### src/rtl/tnn_feeder_pkg.sv
// Shared types, default widths, threshold table and quantizer for the TNN
// feature feeder. Optional feature macro: TNN_FEEDER_THRESH_EN selects the
// per-feature threshold quantizer; when undefined, plain truncation is used.
package tnn_feeder_pkg;

    localparam int DEF_IN_W   = 8;
    localparam int DEF_Q_W    = 3;
    localparam int DEF_N_FEAT = 5;
    localparam int DEF_TAG_W  = 16;
    localparam int DEF_IDX_W  = 3;
    localparam int N_THRESH   = 7;

    typedef enum logic [1:0] {
        COLLECT = 2'd0,
        EVAL    = 2'd1,
        HOLD    = 2'd2
    } feeder_state_t;

    typedef logic [0:N_THRESH-1][DEF_IN_W-1:0] thresh_row_t;
    typedef thresh_row_t [0:DEF_N_FEAT-1]      thresh_tab_t;

    // Ascending thresholds per feature; a sample's level is how many it reaches.
    localparam thresh_tab_t THRESH = '{
        '{8'd16, 8'd32, 8'd48,  8'd64,  8'd80,  8'd96,  8'd112},
        '{8'd20, 8'd40, 8'd60,  8'd80,  8'd100, 8'd120, 8'd140},
        '{8'd8,  8'd24, 8'd48,  8'd80,  8'd120, 8'd168, 8'd224},
        '{8'd32, 8'd64, 8'd96,  8'd128, 8'd160, 8'd192, 8'd224},
        '{8'd10, 8'd30, 8'd60,  8'd100, 8'd150, 8'd200, 8'd250}
    };

    function automatic logic [DEF_Q_W-1:0] quantize(
        input logic [DEF_IDX_W-1:0] feature_idx,
        input logic [DEF_IN_W-1:0]  value
    );
`ifdef TNN_FEEDER_THRESH_EN
        logic [DEF_Q_W-1:0] count;
        count = '0;
        if (feature_idx < DEF_IDX_W'(DEF_N_FEAT)) begin
            for (int k = 0; k < N_THRESH; k++) begin
                if (THRESH[feature_idx][k] <= value) begin
                    count = count + DEF_Q_W'(1);
                end
            end
        end
        return count;
`else
        logic unused_idx;
        unused_idx = |feature_idx;
        return value[DEF_IN_W-1 -: DEF_Q_W];
`endif
    endfunction

endpackage

### src/rtl/tnn_feeder_quant.sv
// Combinational quantizer for the sample currently being collected.
// The mapping (truncation or threshold table) follows TNN_FEEDER_THRESH_EN.
module tnn_feeder_quant
    import tnn_feeder_pkg::*;
(
    input  logic [DEF_IDX_W-1:0] feat_idx,
    input  logic [DEF_IN_W-1:0]  value,
    output logic [DEF_Q_W-1:0]   q
);

    // Map the raw sample to its quantized level for the slot it will fill.
    always_comb begin
        q = quantize(feat_idx, value);
    end

endmodule

### src/rtl/tnn_feature_feeder.sv
// Stream front end for the 5-input TNN classifier: gathers quantized samples
// into a held feature vector, samples the classifier decision and returns it
// tagged on a result stream. Optional macro: TNN_FEEDER_THRESH_EN (threshold
// quantizer instead of truncation, see tnn_feeder_pkg).
module tnn_feature_feeder
    import tnn_feeder_pkg::*;
#(
    parameter int IN_W   = DEF_IN_W,
    parameter int Q_W    = DEF_Q_W,
    parameter int N_FEAT = DEF_N_FEAT,
    parameter int TAG_W  = DEF_TAG_W
) (
    input  logic             clk,
    input  logic             rst_n,
    input  logic             s_valid,
    output logic             s_ready,
    input  logic [IN_W-1:0]  s_data,
    input  logic             s_last,
    output logic [Q_W-1:0]   cls_a,
    output logic [Q_W-1:0]   cls_b,
    output logic [Q_W-1:0]   cls_c,
    output logic [Q_W-1:0]   cls_d,
    output logic [Q_W-1:0]   cls_e,
    input  logic             cls_y,
    output logic             m_valid,
    input  logic             m_ready,
    output logic             m_data,
    output logic [TAG_W-1:0] m_tag,
    output logic [7:0]       err_cnt
);

    localparam int IDX_W = DEF_IDX_W;
    localparam logic [IDX_W-1:0] LAST_IDX = IDX_W'(N_FEAT - 1);

    feeder_state_t    state_q;
    feeder_state_t    state_d;
    logic [IDX_W-1:0] idx;
    logic [Q_W-1:0]   slot [N_FEAT];
    logic [Q_W-1:0]   q_sample;
    logic             s_hs;

    assign s_hs  = s_valid && s_ready;
    assign cls_a = slot[0];
    assign cls_b = slot[1];
    assign cls_c = slot[2];
    assign cls_d = slot[3];
    assign cls_e = slot[4];

    tnn_feeder_quant u_quant (
        .feat_idx (idx),
        .value    (s_data),
        .q        (q_sample)
    );

    // State register.
    always_ff @(posedge clk or negedge rst_n) begin
        if (!rst_n) begin
            state_q <= COLLECT;
        end else begin
            state_q <= state_d;
        end
    end

    // Next state: evaluate after the final slot fills, hold until the result is taken.
    always_comb begin
        state_d = state_q;
        case (state_q)
            COLLECT: if (s_hs && idx == LAST_IDX) state_d = EVAL;
            EVAL:    state_d = HOLD;
            HOLD:    if (m_ready) state_d = COLLECT;
            default: state_d = COLLECT;
        endcase
    end

    // Handshake outputs decoded from the registered state only.
    always_comb begin
        s_ready = rst_n && (state_q == COLLECT);
        m_valid = (state_q == HOLD);
    end

    // Slot filling and framing-error accounting; early s_last drops the partial vector.
    always_ff @(posedge clk or negedge rst_n) begin
        if (!rst_n) begin
            idx     <= '0;
            err_cnt <= '0;
            for (int i = 0; i < N_FEAT; i++) begin
                slot[i] <= '0;
            end
        end else if (s_hs) begin
            if (idx == LAST_IDX) begin
                slot[idx] <= q_sample;
                idx       <= '0;
                if (!s_last && err_cnt != 8'hFF) begin
                    err_cnt <= err_cnt + 8'd1;
                end
            end else if (s_last) begin
                idx <= '0;
                if (err_cnt != 8'hFF) begin
                    err_cnt <= err_cnt + 8'd1;
                end
            end else begin
                slot[idx] <= q_sample;
                idx       <= idx + IDX_W'(1);
            end
        end
    end

    // Capture the decision during EVAL and advance the tag when a result is consumed.
    always_ff @(posedge clk or negedge rst_n) begin
        if (!rst_n) begin
            m_data <= 1'b0;
            m_tag  <= '0;
        end else begin
            if (state_q == EVAL) begin
                m_data <= cls_y;
            end
            if (state_q == HOLD && m_ready) begin
                m_tag <= m_tag + TAG_W'(1);
            end
        end
    end

endmodule

### config.mk
export PLATFORM = sky130hd
export DESIGN_NAME = tnn_feature_feeder
export DESIGN_NICKNAME = d
export VERILOG_FILES = /design/src/rtl/tnn_feeder_pkg.sv /design/src/rtl/tnn_feeder_quant.sv /design/src/rtl/tnn_feature_feeder.sv
export SDC_FILE = /design/constraint.sdc
export NUM_CORES = 1
export LEC_CHECK = 0
export CAP_MARGIN = 20
export CORE_MARGIN = 2
export CORE_UTILIZATION = 40
export CTS_BUF_LIST = sky130_fd_sc_hd__clkbuf_4 sky130_fd_sc_hd__clkbuf_8
export CTS_CLUSTER_DIAMETER = 120
export DETAILED_ROUTE_END_ITERATION = 8
export GPL_ROUTABILITY_DRIVEN = 0
export PLACE_DENSITY = 0.68
export SYNTH_ARGS = -nofsm -noshare
export SYNTH_HDL_FRONTEND = slang
export SYNTH_SLANG_ARGS = --single-unit
### constraint.sdc
create_clock -name clk -period 2.8 [get_ports clk]
set_input_delay 0.56 -clock clk [delete_from_list [all_inputs] [get_ports clk]]
set_output_delay 0.56 -clock clk [all_outputs]
set_load 0.05 [all_outputs]
==> qor.csv, run 1 <==
stage;metric;value;unit
status;status;finished, final reports clean;
worst_setup_path;critical_path.endpoint_type;output pin;
logic_synthesis;synth_area_per_cell;12.7;µm²
timing;setup_violations;0;
clock_network;htreeDepth;2;
logic_synthesis;synth_compound_area_frac;0.0368;
clock_network;cts_buffers;5;
worst_setup_path;r2r_cells;6;
detailed_routing;drc;0;
worst_setup_path;worstPathRequired;2.24;ns
global_route;grt_pass1_wl;6.43;mm
pwr;total_power;2.47;mW
logic_synthesis;synth_fa_ha_area_frac;0.0245;
detailed_routing;dr.pass1.iters;4;
final_layout;final_common_cell;clkdlybuf4s50_1;
clock_network;clockBufferDepth;2;
final_layout;nNetsFinal;237;
timing;worst_pin_slew;0.518;ns
worst_setup_path;critPathLaunch;state_q[0];
worst_setup_path;crit_end;m_valid;
clock_network;cts_resized;0;
detailed_routing;wirelength;3.99;mm
placed_design;hpwl;2.99;mm
pwr;ir_drop;0.000666;V
die;num_rows;25;
die;die_y;75.4;µm
global_route;antenna_found_initial;0;
logic_synthesis;yosys.cell_types.count;30;
logic_synthesis;synth_nets;179;
logic_synthesis;ys_seq_area_frac;0.552;
final_layout;area_growth;35.2;%
pwr;p_leak;1.19;nW
clock_network;clock-sinks;45;
die;pin_count;56;
logic_synthesis;yosysTopAreaCell;dfrtp_1;
detailed_routing;via_count;1438;
worst_setup_path;r2r_slack;0.95;ns
timing;tns;0;ns
worst_hold_path;hold_path.class;primary input to asynchronous set/reset pin;
clock_network;post_cts_buffers;0;
clock_network;cts_tree;done;
logic_synthesis;synth_area_leaders;dfrtp_1 (55%), mux2_2 (9.9%), xnor2_1 (4.7%);
final_layout;fillerInstances;412;
timing;timing.final.crit_period;2.37;ns
worst_setup_path;crit_chain;nand2b_1 > inv_1 > clkdlybuf4s50_1;
timing;rsz0062_at_grt;no;
worst_setup_path;critPathKind;register to output pin;
detailed_routing;wl_per_cell;13.9;µm
clock_network;clk_pin_slew;0.08;ns
global_route;gr-total-overflow;0;
die;initial_core_util;0.423;
timing;maxSlewViolCount;0;
die;die_w;75.4;µm
global_route;grt_max_degree;39;
detailed_routing;drtIter0Drc;62;
die;core_region_area;4820;µm²
worst_setup_path;rr_startpoint;idx[0];
timing;timing.slew.headroom;0.653;
final_layout;layout-drive-gt1-share;0.173;
worst_setup_path;worstSetupStartpointType;register;
clock_network;cts_hold_buf;0;
worst_setup_path;r2r-end;err_cnt[5];
pwr;power_density;897;nW/µm²
worst_setup_path;max_stage_delay;0.79;ns
detailed_routing;antenna_left;0;
placed_design;port_buffers;50;
clock_network;clock_latency;0.29;ns
timing;clock.fmax;0.423;GHz
worst_setup_path;critPathMaxFanout;7;
detailed_routing;viasPerCell;5.01;
logic_synthesis;ys.warnings.count;0;
logic_synthesis;synthCells;161;
worst_setup_path;cp.arrival;1.81;ns
clock_network;cts-root-buf;clkbuf_8;
timing;fin_skew;0.00633;ns
logic_synthesis;yosys.area_share.simple;0.175;
final_layout;layout_common_cells;clkdlybuf4s50_1 (48), dfrtp_1 (45), mux2_2 (18);
timing;finalCritPeriodShare;0.845;
logic_synthesis;yosys_register_bits;45;
global_route;grt_util_all_layers;0.152;
global_route;first_global_vias;1394;
job;maxCapViolations;0;
logic_synthesis;syn_area;2040;µm²
logic_synthesis;yosys.area_share.xor_xnor;0.0859;
die;dieArea;5690;µm²
logic_synthesis;synth.area.mux_share;0.116;
logic_synthesis;synth_top_area_share;0.552;
timing;hold_violations;0;
worst_setup_path;cpMaxStageDelayCell;clkdlybuf4s50_1;
final_layout;antennaDiodeCount;0;
logic_synthesis;synth_top_family_by_area;simple AND/OR/NAND/NOR gates;
[cell families after synthesis]
| kind of cell | after synthesis |
|---|---|
| and+or+nand+nor | 58 |
| DFF | 45 |
| muxes | 21 |
| xor gates and xnor gates | 20 |
| AOI/OAI and AO/OA | 8 |
| buffers and inverters | 5 |
| adders and majority gates | 4 |
[worst min-delay path by stage]
stage	endpoint	slack [ns]	startpoint	cells past startpoint
after global placement	m_data	0.45	rst_n	1
after global routing	m_tag[5]	0.14	rst_n	1
after detailed placement	m_data	0.46	rst_n	1
final	m_tag[2]	0.13	rst_n	1
after CTS	m_tag[2]	0.13	rst_n	1
after floorplan	cls_a[0]	0.26	rst_n	0
[cell type report]
cell class                      count  area (µm²)  share of cell area
Clock buffer                        7        90.1              0.0327
Clock inverter                      1        30.0              0.0109
Inverter                            5        18.8             0.00681
Multi-Input combinational cell    111         895               0.325
Sequential cell                    45        1130               0.409
Tap cell                           67        83.8              0.0304
Timing Repair Buffer               51         513               0.186
[critical path, delay by kind of cell (launching register included)]
kind / cells / cell delay [ns]
buf+inv: 2 / 0.86
simple gates: 1 / 0.21
flops: 1 / 0.44
[sequential cells by signal, summed over array words and instances, names as in the netlist]
signal,cells
m_tag,16
err_cnt,8
cls_a,3
cls_b,3
cls_c,3
cls_d,3
cls_e,3
idx,3
state_q,2
m_data,1
[synthesized netlist by cell type]
cell type  instances
dfrtp_1           45
mux2_2            18
nand2_1           15
xnor2_1           11
xor2_1             9
nor2_1             8
nand3_1            7
nand4_1            6
inv_1              5
ha_1               4
nor3_1             4
and3_1             3
mux2_1             3
nand2b_1           3
and3b_1            2
nor3_2             2
nor3b_1            2
nor4_2             2
a211oi_1           1
a21boi_2           1
a22o_1             1
a32o_1             1
and4bb_2           1
nand4b_1           1
nand4bb_4          1
nor4b_2            1
o2111ai_1          1
o21ai_0            1
o21ai_4            1
o31ai_1            1
[metrics by stage]
stage	cell area [µm²]	worst slack (ns)	hold slack (ns)	instances	utilization
after floorplan	2040	0.534	0.264	161	-
after global placement	2640	0.581	0.454	279	0.547
after detailed placement	2640	0.574	0.459	279	0.547
after CTS	2760	0.417	0.132	287	0.572
after global routing	2760	0.333	0.138	287	0.572
final	2760	0.435	0.135	287	0.572
[routing by layer]
metal  share of wire  vias up  track usage  wire [µm]
li1                -      687            -          -
met3           0.047        6       0.0397        187
met2            0.49       35        0.261       1970
met1            0.45      710        0.188       1780
met4           0.012        0       0.0487         46
met5               0        -            0          0
[report_power, final]
| group | internal (mW) | leakage, nW | switching (mW) |
|---|---|---|---|
| Combinational | 0.370 | 0.533 | 0.670 |
| Sequential | 0.795 | 0.595 | 0.127 |
| Clock | 0.301 | 0.0619 | 0.210 |
Note: power is estimated with default switching activity, not from simulation.
==> inputs of run 2 (changes only) <==
- clock period: 2.8 -> 2.27 ns (I/O delays scaled with it)
==> run 2 against run 1 <==
Global-route usage up 1.3 points. Core utilization is 1.0 points lower. Clock skew fell by 0.00062 ns. Critical path depth fell by 2. Design area decreased by 1.8%. Worst setup slack lost 0.20 ns. Via count up 2.1%. Sequential share of layout area rose by 0.74 points. Hold slack got worse by 0.10 ns. First-iteration DRC count increased by 21%. Sequential cell count is the same. Critical path type unchanged. Largest power group unchanged.
==> qor.csv, run 2 (synthesis gave the netlist of run 1 again) <==
stage;metric;value;unit
timing;worst_pin_slew;0.522;ns
clock_network;cts_buffers;5;
placed_design;hpwl;3.17;mm
detailed_routing;via_count;1468;
timing;tns;0;ns
worst_setup_path;worstSetupStartpointType;register;
placed_design;pre_cts_slack;0.131;ns
worst_setup_path;crit_chain;clkdlybuf4s50_1;
worst_setup_path;max_stage_delay;0.84;ns
clock_network;cts_tree;done;
clock_network;cts_resized;0;
worst_setup_path;worstPathRequired;1.82;ns
global_route;antenna_found_initial;0;
clock_network;htreeDepth;2;
clock_network;cts_hold_buf;0;
detailed_routing;dr.pass1.iters;5;
die;dieArea;5690;µm²
clock_network;cts-root-buf;clkbuf_8;
worst_hold_path;hold_path.class;primary input to asynchronous set/reset pin;
timing;finalWorstSetupSlack;0.238;ns
detailed_routing;drtIter0Drc;75;
timing;timing.final.crit_period;2.03;ns
status;status;finished, final reports clean;
global_route;grt_util_all_layers;0.166;
detailed_routing;drc;0;
die;pin_count;56;
clock_network;clock_latency;0.29;ns
die;initial_core_util;0.423;
clock_network;post_cts_buffers;0;
worst_setup_path;cp.arrival;1.58;ns
die;num_rows;25;
detailed_routing;antenna_left;0;
die;core_region_area;4820;µm²
worst_setup_path;critPathMaxFanout;6;
clock_network;clock-sinks;45;
final_layout;final_common_cell;clkdlybuf4s50_1;
worst_setup_path;critPathKind;register to output pin;
timing;fin_skew;0.00571;ns
detailed_routing;wirelength;4.22;mm
placed_design;port_buffers;50;
detailed_routing;viasPerCell;5.15;
detailed_routing;wl_per_cell;14.8;µm
timing;maxSlewViolCount;0;
worst_setup_path;cpMaxStageDelayCell;clkdlybuf4s50_1;
die;die_w;75.4;µm
final_layout;layout-drive-gt1-share;0.170;
job;maxCapViolations;0;
pwr;ir_drop;0.000751;V
die;die_y;75.4;µm
final_layout;layout_common_cells;clkdlybuf4s50_1 (47), dfrtp_1 (45), mux2_2 (18);
clock_network;clk_pin_slew;0.08;ns
final_layout;regMostFlops;m_tag;
global_route;first_global_vias;1467;
pwr;p_leak;1.17;nW
timing;setup_violations;0;
worst_setup_path;critPathTopFamily;buffers and inverters;
final_layout;largest_register_ffs;16;
timing;finalCritPeriodShare;0.895;
timing;timing.slew.headroom;0.651;
final_layout;antennaDiodeCount;0;
global_route;gr-total-overflow;0;
final_layout;nNetsFinal;237;
final_layout;top_regs;m_tag (16), err_cnt (8);
final_layout;area_growth;32.8;%
pwr;power_density;1060;nW/µm²
worst_setup_path;critical_path.endpoint_type;output pin;
global_route;grt_max_degree;39;
timing;hold_violations;0;
timing;rsz0062_at_grt;no;
timing;clock.fmax;0.492;GHz
clock_network;clockBufferDepth;2;
global_route;grt_pass1_wl;7.09;mm
worst_setup_path;critPathBufInv;1;
-- run 2: metrics by stage --
| stage | area [µm²] | hold WS, ns | instances | util | total power, mW |
|---|---|---|---|---|---|
| after CTS | 2710 | 0.0343 | 285 | 0.562 | 2.91 |
| after detailed placement | 2630 | 0.352 | 279 | 0.547 | 2.45 |
| final | 2710 | 0.0324 | 285 | 0.562 | 2.87 |
| after global routing | 2710 | 0.0404 | 285 | 0.562 | 3.02 |
| after floorplan | 2040 | 0.158 | 161 | - | 1.97 |
| after global placement | 2630 | 0.349 | 279 | 0.547 | 2.41 |
-- run 2: power breakdown --
part	internal, mW	switching [mW]	total, mW
logic	0.456	0.835	1.29
registers	0.980	0.147	1.13
clock network	0.203	0.252	0.455
-- run 2: metal layers --
metal / track usage / vias to the layer above / wire, µm
met5: 0 / - / 0
met4: 0.0468 / 0 / 40
met3: 0.0503 / 4 / 230
met2: 0.274 / 39 / 2170
met1: 0.211 / 747 / 1780
li1: - / 678 / -
-- run 2: worst paths after layout --
| kind | startpoint | endpoint | slack (ns) | cells after the start |
|---|---|---|---|---|
| min in group clk | m_tag[15] | m_tag[15] | 0.47 | 1 |
| max | m_tag[3] | m_tag[3] | 0.24 | 1 |
| min reg2reg | m_tag[15] | m_tag[15] | 0.47 | 1 |
| max in group asynchronous | rst_n | cls_d[0] | 1.47 | 2 |
| min | rst_n | m_tag[2] | 0.03 | 1 |
| max reg2reg | idx[0] | err_cnt[1] | 0.42 | 6 |
-- run 2: cell type report --
type | instances | area (µm²)
well taps | 67 | 83.8
clock inverters | 1 | 5.00
multi-input cells | 111 | 895
flip-flops and latches | 45 | 1130
clock buffers | 5 | 68.8
fillers | 409 | 2110
inverters | 5 | 18.8
repair buffers | 51 | 510
==> inputs of run 3 (changes only) <==
- ABC_CLOCK_PERIOD_IN_PS: default -> 2270
- CORE_UTILIZATION: 40 -> 49
- PLACE_DENSITY: 0.68 -> 0.81
==> run 3 against run 2 <==
Clock power increased by 13%. Critical path depth unchanged. Critical path type unchanged. Count of clock-buffer cells in the layout increased by 1. Routed wire length fell by 5.8%. Combinational power barely moved. Sequential power is essentially flat. Maximum frequency down 0.18%. Non-clock buffer count did not move. Sequential share of layout area about the same. Core utilization rose by 12 points.
==> qor.csv, run 3 (synthesis gave the netlist of run 1 again) <==
stage;metric;value;unit
worst_setup_path;critical_path.endpoint_type;output pin;
final_layout;nNetsFinal;237;
clock_network;cts_tree;done;
final_layout;antennaDiodeCount;0;
clock_network;cts_hold_buf;0;
die;dieArea;4690;µm²
detailed_routing;viasPerCell;5.27;
clock_network;cts_buffers;5;
detailed_routing;wirelength;3.97;mm
timing;finalCritPeriodShare;0.897;
final_layout;final_cells;270;
global_route;antenna_found_initial;0;
final_layout;final_common_cell;clkdlybuf4s50_1;
die;die_y;68.5;µm
timing;timing.final.crit_period;2.04;ns
timing;clock.fmax;0.491;GHz
clock_network;clock-sinks;45;
worst_hold_path;hold_path.class;primary input to asynchronous set/reset pin;
die;initial_core_util;0.510;
status;status;finished, final reports clean;
die;pin_count;56;
detailed_routing;drtIter0Drc;114;
final_layout;layout-drive-gt1-share;0.177;
worst_setup_path;crit_chain;clkdlybuf4s50_1;
timing;setup_violations;0;
clock_network;post_cts_buffers;0;
global_route;gr-total-overflow;0;
clock_network;clk_pin_slew;0.08;ns
clock_network;clockBufferDepth;2;
pwr;p_leak;1.18;nW
timing;fin_skew;0.00529;ns
die;core_region_area;4000;µm²
final_layout;top_regs;m_tag (16), err_cnt (8);
clock_network;cts_resized;0;
pwr;power_density;1080;nW/µm²
placed_design;port_buffers;50;
clock_network;htreeDepth;2;
final_layout;fillerInstances;279;
worst_setup_path;critPathKind;register to output pin;
global_route;grt_pass1_wl;6.69;mm
final_layout;layout_common_cells;clkdlybuf4s50_1 (47), dfrtp_1 (45), mux2_2 (18);
detailed_routing;drc;0;
detailed_routing;via_count;1424;
worst_setup_path;r2r_slack;0.38;ns
placed_design;hpwl;2.95;mm
detailed_routing;antenna_left;0;
worst_setup_path;worstSetupStartpointType;register;
final_layout;multi_input_area;895;µm²
worst_setup_path;cp.arrival;1.58;ns
detailed_routing;dr.pass1.iters;4;
worst_setup_path;worstPathRequired;1.82;ns
final_layout;largest_register_ffs;16;
worst_setup_path;max_stage_delay;0.84;ns
job;maxCapViolations;0;
timing;tns;0;ns
global_route;grt_max_degree;36;
worst_setup_path;critPathBufInv;1;
timing;worst_pin_slew;0.514;ns
pwr;ir_drop;0.000795;V
detailed_routing;wl_per_cell;14.7;µm
worst_setup_path;cpMaxStageDelayCell;clkdlybuf4s50_1;
final_layout;area_growth;32.8;%
worst_setup_path;critPathTopFamily;buffers and inverters;
final_layout;regMostFlops;m_tag;
clock_network;clock_latency;0.29;ns
timing;rsz0062_at_grt;no;
timing;timing.slew.headroom;0.655;
die;num_rows;23;
global_route;grt_util_all_layers;0.193;
placed_design;dp_cells;262;
die;die_w;68.5;µm
clock_network;cts-root-buf;clkbuf_8;
worst_setup_path;critPathMaxFanout;5;
timing;maxSlewViolCount;0;
final_layout;ff_latch_area;1130;µm²
global_route;first_global_vias;1429;
timing;hold_violations;0;
run 3: cell type report:
cell class	count	area share
Multi-Input combinational cell	111	0.330
Tap cell	50	0.0231
Inverter	5	0.00693
Sequential cell	45	0.416
Clock inverter	2	0.00508
Timing Repair Buffer	51	0.188
Clock buffer	6	0.0305
run 3: final timing paths:
check / from / to / depth (start not counted)
max in group asynchronous: rst_n / m_tag[14] / 2
max reg2reg: idx[0] / err_cnt[5] / 6
min in group clk: m_tag[15] / m_tag[15] / 1
max: m_tag[2] / m_tag[2] / 1
min: rst_n / idx[1] / 1
min reg2reg: m_tag[15] / m_tag[15] / 1
run 3: layer usage:
layer | track usage | wire (µm)
met5 | 0 | 0
met4 | 0.0650 | 28
met3 | 0.0519 | 275
met2 | 0.296 | 1830
met1 | 0.267 | 1840
run 3: where the power goes:
| group | internal, mW | switching (mW) |
|---|---|---|
| clock | 0.247 | 0.267 |
| sequential | 0.980 | 0.157 |
| combinational | 0.458 | 0.827 |
run 3: metrics by stage:
stage / total power, mW / util / hold slack [ns] / worst slack [ns] / area (µm²)
after floorplan: 1.97 / - / 0.158 / 0.216 / 2040
after global placement: 2.41 / 0.653 / 0.356 / 0.181 / 2610
after detailed placement: 2.44 / 0.653 / 0.366 / 0.106 / 2610
after CTS: 2.96 / 0.677 / 0.0443 / 0.224 / 2710
after global routing: 3.08 / 0.677 / 0.0473 / 0.181 / 2710
final: 2.94 / 0.677 / 0.0440 / 0.234 / 2710
